[src/rtl/polar_to_rect.sv]
// polar_to_rect: iterative CORDIC rotator, unsigned amplitude + phase -> signed (real, imag)
// Ports: clk; rst_b (async, active low);
//        in_valid/in_ready/amp/phase  - input handshake, one conversion in flight;
//        out_valid/out_ready/data_real/data_imag - registered, saturated result.
// Define POLAR_TO_RECT_GAIN_COMP_EN to add a COMP state that divides out the CORDIC gain.
module polar_to_rect #(
    parameter int DATA_WIDTH  = 16,
    parameter int PHASE_WIDTH = 16,
    parameter int ITER        = 12
) (
    input  logic                   clk,
    input  logic                   rst_b,
    input  logic                   in_valid,
    output logic                   in_ready,
    input  logic [DATA_WIDTH-1:0]  amp,
    input  logic [PHASE_WIDTH-1:0] phase,
    output logic                   out_valid,
    input  logic                   out_ready,
    output logic [DATA_WIDTH-1:0]  data_real,
    output logic [DATA_WIDTH-1:0]  data_imag
);
    localparam int XW = DATA_WIDTH + 2;
    localparam int CW = $clog2(ITER + 1);
    localparam logic signed [XW-1:0] SMAX = XW'((64'd1 << (DATA_WIDTH - 1)) - 64'd1);
    localparam logic signed [XW-1:0] SMIN = ~SMAX;

    typedef enum logic [1:0] {
        IDLE,
        ROTATE,
`ifdef POLAR_TO_RECT_GAIN_COMP_EN
        COMP,
`endif
        DONE
    } state_t;

    // atan(2^-i) in units of 2^-32 cycle, rounded to the configured phase width
    function automatic logic [PHASE_WIDTH-1:0] atan_lut(input int i);
        logic [63:0] t;
        case (i)
            0:  t = 64'h2000_0000;
            1:  t = 64'h12E4_051E;
            2:  t = 64'h09FB_385B;
            3:  t = 64'h0511_11D4;
            4:  t = 64'h028B_0D43;
            5:  t = 64'h0145_D7E1;
            6:  t = 64'h00A2_F61E;
            7:  t = 64'h0051_7C55;
            8:  t = 64'h0028_BE53;
            9:  t = 64'h0014_5F2F;
            10: t = 64'h000A_2F98;
            11: t = 64'h0005_17CC;
            12: t = 64'h0002_8BE6;
            13: t = 64'h0001_45F3;
            14: t = 64'h0000_A2FA;
            15: t = 64'h0000_517D;
            16: t = 64'h0000_28BE;
            17: t = 64'h0000_145F;
            18: t = 64'h0000_0A30;
            19: t = 64'h0000_0518;
            20: t = 64'h0000_028C;
            21: t = 64'h0000_0146;
            22: t = 64'h0000_00A3;
            23: t = 64'h0000_0051;
            24: t = 64'h0000_0029;
            25: t = 64'h0000_0014;
            26: t = 64'h0000_000A;
            27: t = 64'h0000_0005;
            28: t = 64'h0000_0003;
            29: t = 64'h0000_0001;
            30: t = 64'h0000_0001;
            default: t = 64'd0;
        endcase
        return PHASE_WIDTH'((t + (64'd1 << (31 - PHASE_WIDTH))) >> (32 - PHASE_WIDTH));
    endfunction

    function automatic logic [DATA_WIDTH-1:0] sat(input logic signed [XW-1:0] v);
        return v > SMAX ? SMAX[DATA_WIDTH-1:0] : v < SMIN ? SMIN[DATA_WIDTH-1:0] : v[DATA_WIDTH-1:0];
    endfunction

`ifdef POLAR_TO_RECT_GAIN_COMP_EN
    // multiply by ~0.60742 = 1/K with shifts only
    function automatic logic signed [XW-1:0] comp(input logic signed [XW-1:0] v);
        return (v >>> 1) + (v >>> 3) - (v >>> 6) - (v >>> 9);
    endfunction
`endif

    state_t                   state_q, state_d;
    logic [CW-1:0]            cnt_q, cnt_d;
    logic signed [XW-1:0]     x_q, x_d, y_q, y_d, x_r, y_r, a_ld;
    logic signed [PHASE_WIDTH-1:0] z_q, z_d, z_r, at;
    logic [DATA_WIDTH-1:0]    re_q, re_d, im_q, im_d;
    logic [1:0]               quad;
    logic                     neg;

    assign quad = phase[PHASE_WIDTH-1:PHASE_WIDTH-2];
    assign a_ld = amp[DATA_WIDTH-1] ? SMAX : XW'(amp);
    assign neg  = z_q[PHASE_WIDTH-1];
    assign at   = $signed(atan_lut(int'(cnt_q)));
    assign x_r  = neg ? x_q + (y_q >>> cnt_q) : x_q - (y_q >>> cnt_q);
    assign y_r  = neg ? y_q - (x_q >>> cnt_q) : y_q + (x_q >>> cnt_q);
    assign z_r  = neg ? z_q + at : z_q - at;

    assign in_ready  = state_q == IDLE;
    assign out_valid = state_q == DONE;
    assign data_real = re_q;
    assign data_imag = im_q;

    always_comb begin
        state_d = state_q;
        cnt_d   = cnt_q;
        x_d     = x_q;
        y_d     = y_q;
        z_d     = z_q;
        re_d    = re_q;
        im_d    = im_q;
        case (state_q)
            IDLE: if (in_valid) begin
                state_d = ROTATE;
                cnt_d   = '0;
                // quadrant pre-rotation leaves a residual angle in [0, 90) degrees
                x_d     = quad == 2'd0 ? a_ld : quad == 2'd2 ? -a_ld : '0;
                y_d     = quad == 2'd1 ? a_ld : quad == 2'd3 ? -a_ld : '0;
                z_d     = {2'b00, phase[PHASE_WIDTH-3:0]};
            end
            ROTATE: begin
                x_d   = x_r;
                y_d   = y_r;
                z_d   = z_r;
                cnt_d = cnt_q + 1'b1;
                if (cnt_q == CW'(ITER - 1)) begin
`ifdef POLAR_TO_RECT_GAIN_COMP_EN
                    state_d = COMP;
`else
                    state_d = DONE;
                    re_d    = sat(x_r);
                    im_d    = sat(y_r);
`endif
                end
            end
`ifdef POLAR_TO_RECT_GAIN_COMP_EN
            COMP: begin
                state_d = DONE;
                re_d    = sat(comp(x_q));
                im_d    = sat(comp(y_q));
            end
`endif
            DONE: if (out_ready) state_d = IDLE;
            default: state_d = IDLE;
        endcase
    end

    always_ff @(posedge clk or negedge rst_b) begin
        if (!rst_b) begin
            state_q <= IDLE;
            cnt_q   <= '0;
            x_q     <= '0;
            y_q     <= '0;
            z_q     <= '0;
            re_q    <= '0;
            im_q    <= '0;
        end else begin
            state_q <= state_d;
            cnt_q   <= cnt_d;
            x_q     <= x_d;
            y_q     <= y_d;
            z_q     <= z_d;
            re_q    <= re_d;
            im_q    <= im_d;
        end
    end
endmodule

[config.mk]
export PLATFORM = sky130hd
export DESIGN_NAME = polar_to_rect
export DESIGN_NICKNAME = d
export VERILOG_FILES = /design/src/rtl/polar_to_rect.sv
export SDC_FILE = /design/constraint.sdc
export NUM_CORES = 1
export LEC_CHECK = 0
export CAP_MARGIN = 25
export CORE_ASPECT_RATIO = 1.4
export CORE_UTILIZATION = 40
export CTS_CLUSTER_SIZE = 24
export DETAILED_ROUTE_END_ITERATION = 16
export HOLD_SLACK_MARGIN = 0.03
export PLACE_DENSITY = 0.55
export SETUP_SLACK_MARGIN = 0.05
export SLEW_MARGIN = 15
export SYNTH_ARGS = -nofsm -noshare
export SYNTH_HDL_FRONTEND = slang
export SYNTH_SLANG_ARGS = --single-unit
[constraint.sdc]
create_clock -name clk -period 11.3 [get_ports clk]
set_input_delay 1.13 -clock clk [delete_from_list [all_inputs] [get_ports clk]]
set_output_delay 1.13 -clock clk [all_outputs]
set_load 0.05 [all_outputs]
After elaboration in Yosys (flattened, before gate mapping) --
Memory sizes are Yosys's and may differ from the RTL's. Cells that the tools add are included.
Word-level totals: logic and storage cells 62, bits in read-only memories 480, register bits after elaboration 90, memories 1
Memory list:
- (name not given) | depth 16, bits a word 30, rd ports 1, clocked after Yosys merged registers in 0, write ports 0, RTL line 39 | case (i)
Cells by class: mux-type cells 24, reductions and logical operators 6, order comparisons 4, equal/unequal tests 9, add/sub/neg operators 9, shift-type cells 2
Operators by type and width (count):
- 18-bit 2-to-1 mux | 8
- 16-bit 2-to-1 mux | 6
- 18-bit one-hot mux with 2 select lines | 2
- 18-bit adder | 2
- 18-bit by 16-bit greater-than comparator with 1-bit output (second input constant) | 2
- 18-bit by 16-bit less-than comparator with 1-bit output (second input constant) | 2
- 18-bit by 4-bit >>> shifter with 18-bit output | 2
- 18-bit subtractor | 2
- 32-bit by 16-bit adder with 32-bit output (second input constant) | 1
- 16-bit one-hot mux with 2 select lines | 1
- 15-bit negator with 18-bit output | 1
- 16-bit adder | 1
- 16-bit subtractor | 1
- 15-bit 2-to-1 mux | 1
- 4-bit one-hot mux with 2 select lines | 1
- 2-bit == test (second input constant) | 3
- 2-bit 2-to-1 mux | 3
- 2-bit one-hot mux with 3 select lines | 1
- 4-bit by 1-bit adder with 4-bit output (second input constant) | 1
- 2-bit by 1-bit == test with 1-bit output (second input constant) | 2
- 4-bit == test (second input constant) | 1
- 2-bit zero test | 2
- 4-bit 2-to-1 mux | 1
- 2-bit != test (second input constant) | 2
- other kinds (4) | 5

Depth between registers and ports, before layout --
Gate-level depths: netlist of the first run.
word-level depth 6, gate-level depth with buffers 27

Least setup slack after synthesis of the first run --
OpenSTA, ideal clock, no wires.
path kind reg2reg, from reg cnt_q[1], to reg z_q[15], stages on the path, launching flop included 25, buffers on the path 4, setup slack 5541 ps, period minus slack after synthesis 5759 ps, arrival time 5673 ps, data required time 11213 ps, cell sequence dfrtp_1 buf_6 buf_2 buf_2 buf_1 inv_1 ha_1 mux4_2 ha_1 o21ai_1 and2_1 mux2i_1 or3_1 and2_1 nor4b_1 nor2_1 xor2_1 ha_1 and3_1 nand3_1 a31oi_1 a31oi_1 o21a_1 or4_1 o211ai_1
On the way: word-level cells in the longest chain between the ends 5
Ends and longest elaborated chain:
- from (decl) | RTL line 88 | logic [CW-1:0] cnt_q, cnt_d;
- from (signal assigned) | RTL line 163 | cnt_q <= cnt_d;
- memory read 16 x 30 bit (*)
- 32-bit by 16-bit adder with 32-bit output (*) | RTL line 73 | return PHASE_WIDTH'((t + (64'd1 << (31 - PHASE_WIDTH))) >> (32 - PHASE_WIDTH));
- 16-bit subtractor or 16-bit adder (tied branches) | RTL line 101 | assign z_r = neg ? z_q + at : z_q - at;
- 16-bit 2-to-1 mux (*) | RTL line 101
- 16-bit one-hot mux with 2 select lines (*) | RTL line 116 | case (state_q)
- to (signal assigned) | RTL line 166 | z_q <= z_d;
- to (decl) | RTL line 90 | logic signed [PHASE_WIDTH-1:0] z_q, z_d, z_r, at;
Mark *: on every way between the ends. The rest lies on a longest branch, timed or not. A chain may end at the register's enable or synchronous reset.

Worst setup path in the final report of the first run --
from reg cnt_q[1], to reg im_q[2] (netlist: data_imag[2])
On the way: word-level cells in the longest chain between the ends 6
Ends and longest elaborated chain:
- 18-bit by 4-bit >>> shifter with 18-bit output | RTL line 100 | assign y_r = neg ? y_q - (x_q >>> cnt_q) : y_q + (x_q >>> cnt_q);
- 18-bit adder or 18-bit subtractor (tied branches) | RTL line 100
- 18-bit 2-to-1 mux | RTL line 100
- 18-bit by 16-bit less-than comparator with 1-bit output | RTL line 77 | return v > SMAX ? SMAX[DATA_WIDTH-1:0] : v < SMIN ? SMIN[DATA_WIDTH-1:0] : v[DATA_WIDTH-1:0];
- 16-bit 2-to-1 mux (2 in series) | RTL line 77
- to (signal assigned) | RTL line 168 | im_q <= im_d;
- to (decl) | RTL line 91 | logic [DATA_WIDTH-1:0] re_q, re_d, im_q, im_d;
Several ways; a longest one is shown, not always the timed one.

==> results of run 1 <==
-- worst min-delay path: stages (launching register included) --
cell and delay (ns):
dfrtp_1 0.35, nand2_1 0.05, o21ai_0 0.06
-- state kept, by name, indices dropped and copies added (netlist names) --
| register | flops |
|---|---|
| cnt_q | 4 |
| data_imag | 16 |
| data_real | 16 |
| state_q | 2 |
| x_q | 18 |
| y_q | 18 |
| z_q | 16 |
-- area by class of cell --
class                           instances  share of cell area (%)
Multi-Input combinational cell       1022                    64.8
Sequential cell                        90                    19.8
Timing Repair Buffer                   86                    7.35
Tap cell                              315                    3.47
Clock buffer                            9                    1.98
Inverter                               44                    1.45
Clock inverter                          7                    1.09
-- path summary, 6_finish.rpt --
path,startpoint,end,slack [ns],cells after the start
min in group asynchronous,rst_b,data_imag[0],0.66,1
hold / removal,z_q[0],z_q[0],0.49,2
max in group asynchronous,rst_b,cnt_q[0],9.72,3
setup reg to reg,cnt_q[1],data_imag[2],4.59,18
hold reg to reg,z_q[0],z_q[0],0.49,2
setup / recovery,cnt_q[1],data_imag[2],4.59,18
-- stage by stage --
step	setup slack, ns	instance area [um2]	utilization [%]	instances	hold slack, ns
finish	4.59	11400	45.9	1573	0.487
global route	4.15	11400	45.9	1573	0.532
CTS	4.67	11300	45.8	1572	0.499
detailed placement	4.72	11000	44.4	1556	0.483
global placement	4.70	11000	44.4	1555	0.469
floorplan	5.54	10100	-	1231	0.455
-- cells in the mapped netlist, drive strengths merged (12+ instances only) --
cell type / number
xor2: 31
o21ai: 93
a22oi: 20
nand2b: 16
a31oi: 21
o221a: 16
nand3: 22
or3: 12
a21o: 16
nor3: 29
clkbuf: 41
inv: 42
a21oi: 83
mux4: 24
nand2: 87
nor2b: 16
nor2: 151
buf: 34
dfrtp: 90
xnor2: 53
a211oi: 22
and2: 14
mux2: 27
ha: 59
a221o: 12
mux2i: 38
o21a: 14
-- kinds of logic after synthesis --
| logic type | Yosys count | share of synthesized area, % |
|---|---|---|
| multiplexers | 89 | 12.1 |
| buffers and inverters | 119 | 5.05 |
| AND/OR/NAND/NOR | 387 | 17.8 |
| AO/OA/AOI/OAI | 400 | 27.5 |
| adder cells (fa/ha/maj) | 62 | 7.89 |
| flip-flops | 90 | 22.3 |
| XOR/XNOR | 84 | 7.35 |
-- layer usage --
metal,share of wire [%],vias up,GRT usage (%)
li1,-,4613,-
met1,45,4697,36.8
met2,45,298,41.8
met3,5.3,76,4.26
met4,4.6,0,13.0
met5,0,-,0
==> results.sh, run 1 <==
export IMPL_synth_edf_count=0
export IMPL_path_cells="buf_4, mux2_1, mux4_2, a222oi_1, ha_1, nand2_1, nor3_1, a21oi_1, xnor2_1, ha_1, a21oi_1, o21ai_0, or4_1, a311oi_1, o21bai_1, xnor2_2, a21oi_4, a21oi_1"
export IMPL_cts_resized_gates=0
export IMPL_cts_buffers_inserted=9
export IMPL_synth_seq_cells=90
export IMPL_cpLargestDelayFamily="compound AO/OA/AOI/OAI gates"
export IMPL_async_reset_ff_share_pct=100
export IMPL_hold_viol=0
export IMPL_critical_path_required_ns=11.58
export IMPL_cts_setup_buffers=0
export IMPL_synth_area_per_cell_um2=8.22
export IMPL_final_cell_mix="nor2_1, dfrtp_1, nand2_1"
export IMPL_dr_total_vias=9684
export IMPL_syn_nets=1329
export IMPL_dr_pass1_iters=5
export IMPL_finalSetupTns_ns=0
export IMPL_rows=68
export IMPL_fin_crit_sh_pct=59.3
export IMPL_syn_area_mm2=0.0101
export IMPL_hold_path_class="register to register"
export IMPL_start_util_pct=40.9
export IMPL_htree_levels=3
export IMPL_grt_ovfl_total=0
export IMPL_multiInputGateArea_mm2=0.00737
export IMPL_track_usage_pct=27.2
export IMPL_drv_cap=0
export IMPL_fin_skew_ns=0.0164
export IMPL_synth_top_area_share_pct=22.3
export IMPL_synth_distinct_cells=80
export IMPL_clockBufferDepth=2
export IMPL_regArea_mm2=0.00226
export IMPL_drive_gt1_share_pct=11.5
export IMPL_yosys_top_cells_area="dfrtp_1, ha_1, nor2_1"
export IMPL_critPathMaxStageDelay_ns=0.73
export IMPL_end_kind="register"
export IMPL_ys_flop_type="dfrtp_1"
export IMPL_drv_slew=0
export IMPL_antenna_cells=0
export IMPL_final_common_cell="nor2_1"
export IMPL_yosysSeqAreaShare_pct=22.3
export IMPL_fin_crit_ns=6.71
export IMPL_fmax_mhz=149
export IMPL_cp_buffers_inverters=1
export IMPL_antenna_found_initial=1
export IMPL_setup_violations=0
export IMPL_core_area_mm2=0.0248
export IMPL_clk_pin_slew_ns=0.07
export IMPL_clock_root_buffer="clkbuf_16"
export IMPL_gp_congestion=0.920
export IMPL_postRouteWirelength_um=33900
export IMPL_die_w_um=136
export IMPL_cp_slowest_cell="xnor2_2"
export IMPL_die_h_um=190
export IMPL_grt_pass1_wl_um=53500
export IMPL_dieArea_mm2=0.0259
export IMPL_grt_pass1_vias=9430
export IMPL_wl_per_cell_um=21.5
export IMPL_cpMostUsedCell="a21oi_1"
export IMPL_drt_iter0_markers=722
export IMPL_dp_hpwl_um=25400
export IMPL_fillers=2481
export IMPL_clock_latency_ns=0.37
export IMPL_rsz0062_at_grt="false"
export IMPL_crit_type="register to register"
export IMPL_routed_via_density=6.16
export IMPL_start_kind="register"
export IMPL_nets=1351
export IMPL_io_pins=70
export IMPL_synth_cells=1231
export IMPL_status="finished clean"
export IMPL_slew_headroom_pct=38.8
export IMPL_worstPathArrival_ns=6.99
export IMPL_area_growth_pct=12.4
export IMPL_hold_buffers=0
export IMPL_synth_top_area_cell="dfrtp_1"
export IMPL_cts_tree="yes"
export IMPL_path_max_fanout=68
export IMPL_io_buffers=69
export IMPL_grt_max_degree=70
export IMPL_ant_nets=0
export IMPL_yosysWarnings=0
export IMPL_clock_sinks=90
export IMPL_drc=0
export IMPL_tightest_slew_ns=0.914
Power of run 1 is left out: the tool's default activity adds up to more than one toggle a clock period on the data nets, which glitch-free logic cannot reach.
==> inputs of run 2 (changes only) <==
- PLACE_DENSITY: 0.55 -> 0.57
- clock period: 11.3 -> 5.59 ns (I/O delays scaled with it)
==> results.sh, run 2 (synthesized netlist as in run 1, its figures left out) <==
export IMPL_clk_pin_slew_ns=0.07
export IMPL_drv_slew=0
export IMPL_cpMostUsedCell="o31a_1"
export IMPL_final_common_cell="nor2_1"
export IMPL_clock_sinks=90
export IMPL_start_kind="register"
export IMPL_clock_latency_ns=0.36
export IMPL_fillers=2406
export IMPL_routed_via_density=6.17
export IMPL_clockBufferDepth=2
export IMPL_fin_skew_ns=0.00871
export IMPL_io_pins=70
export IMPL_io_buffers=69
export IMPL_rows=68
export IMPL_tightest_slew_ns=1.02
export IMPL_status="finished clean"
export IMPL_hold_viol=0
export IMPL_grt_pass1_vias=9859
export IMPL_drive_gt1_share_pct=17.2
export IMPL_drt_iter0_markers=874
export IMPL_cts_tree="yes"
export IMPL_end_kind="register"
export IMPL_worstPathArrival_ns=5.57
export IMPL_dp_hpwl_um=27700
export IMPL_rsz0062_at_grt="true"
export IMPL_nets=1422
export IMPL_drc=0
export IMPL_dr_pass1_iters=5
export IMPL_grt_ovfl_total=0
export IMPL_clock_root_buffer="clkbuf_16"
export IMPL_ant_nets=0
export IMPL_cts_buffers_inserted=9
export IMPL_grt_max_degree=64
export IMPL_die_w_um=136
export IMPL_wl_per_cell_um=22.1
export IMPL_fin_crit_ns=5.33
export IMPL_track_usage_pct=28.8
export IMPL_hold_buffers=0
export IMPL_critical_path_required_ns=5.83
export IMPL_core_area_mm2=0.0248
export IMPL_fmax_mhz=188
export IMPL_setup_violations=0
export IMPL_finalSetupTns_ns=0
export IMPL_postRouteWirelength_um=36400
export IMPL_critPathMaxStageDelay_ns=0.54
export IMPL_cp_slowest_cell="dfrtp_1"
export IMPL_dr_total_vias=10143
export IMPL_dieArea_mm2=0.0259
export IMPL_path_max_fanout=14
export IMPL_start_util_pct=40.9
export IMPL_antenna_found_initial=0
export IMPL_grt_pass1_wl_um=56700
export IMPL_gp_congestion=0.964
export IMPL_drv_cap=0
export IMPL_fin_crit_sh_pct=95.4
export IMPL_die_h_um=190
export IMPL_slew_headroom_pct=31.9
export IMPL_hold_path_class="primary input to asynchronous set/reset pin"
export IMPL_crit_type="register to register"
export IMPL_htree_levels=3
export IMPL_final_cell_mix="nor2_1, dfrtp_1, nand2_1"
export IMPL_path_cells="mux2_1, mux4_2, a222oi_1, ha_2, nor2_1, a21oi_2, inv_1, ha_1, nor2b_1, o31a_1, o31a_1, or4_4, a311oi_4, xnor2_2, or2_2, a21oi_4, buf_12, a21oi_1"
export IMPL_area_growth_pct=18.8
export IMPL_reg_top3="x_q (18), y_q (18)"
run 2: worst paths after layout:
kind                         start  slack, ns      endpoint  depth (start not counted)
max                        x_q[14]       0.26  data_imag[4]                         18
min                          rst_b       0.28  data_imag[8]                          1
max reg2reg                x_q[14]       0.26  data_imag[4]                         18
min reg2reg                 z_q[0]       0.49        z_q[0]                          2
max in group asynchronous    rst_b       4.28      cnt_q[1]                          2
min in group clk            z_q[0]       0.49        z_q[0]                          2
run 2: timing repair:
item | 4_1_cts | 5_1_grt
pin swaps | 0 | 5
buffers inserted | 0 | 4
gates cloned | 0 | 1
resized for setup | 2 | 26
endpoints found under the setup margin | 21 | 33
run 2: layer usage:
layer  track usage, %  vias to the layer above  part of all wire, %
met1             39.0                     4887                   43
met5                0                        -                    0
met4             13.5                        0                  4.8
li1                 -                     4760                    -
met2             45.2                      406                   46
met3             3.68                       90                  5.9
run 2: critical path: cells and delay by family, from the launching register on:
kind                     cells  cell delay, ns
adder cells (fa/ha/maj)      2            0.58
flip-flops                   1            0.54
XOR/XNOR                     1            0.15
AND/OR/NAND/NOR              4            1.08
buffers and inverters        2            0.28
multiplexers                 2            0.98
AO/OA/AOI/OAI                7            1.59
run 2: through the flow:
step | hold WS [ns] | instances | area (um2) | util (%) | setup WS, ns
2_1_floorplan | 0.263 | 1231 | 10100 | - | 0.0802
3_3_place_gp | 0.472 | 1623 | 11500 | 46.6 | 0.0961
3_5_place_dp | 0.483 | 1623 | 11500 | 46.6 | 0.0287
4_1_cts | 0.316 | 1639 | 11800 | 47.8 | 0.0668
5_1_grt | 0.348 | 1644 | 12000 | 48.5 | 0.0468
6_report | 0.282 | 1645 | 12000 | 48.5 | 0.258
run 2: layout make-up:
class                           count  area, um2  share of cell area [%]
Antenna cell                        1       2.50                  0.0208
Clock buffer                       10        239                    1.99
Sequential cell                    90       2260                    18.8
Multi-Input combinational cell   1022       7480                    62.2
Timing Repair Buffer              157       1440                    12.0
Inverter                           44        165                    1.37
Clock inverter                      6       41.3                   0.344
Tap cell                          315        394                    3.28
Power of run 2 is left out for the same reason.
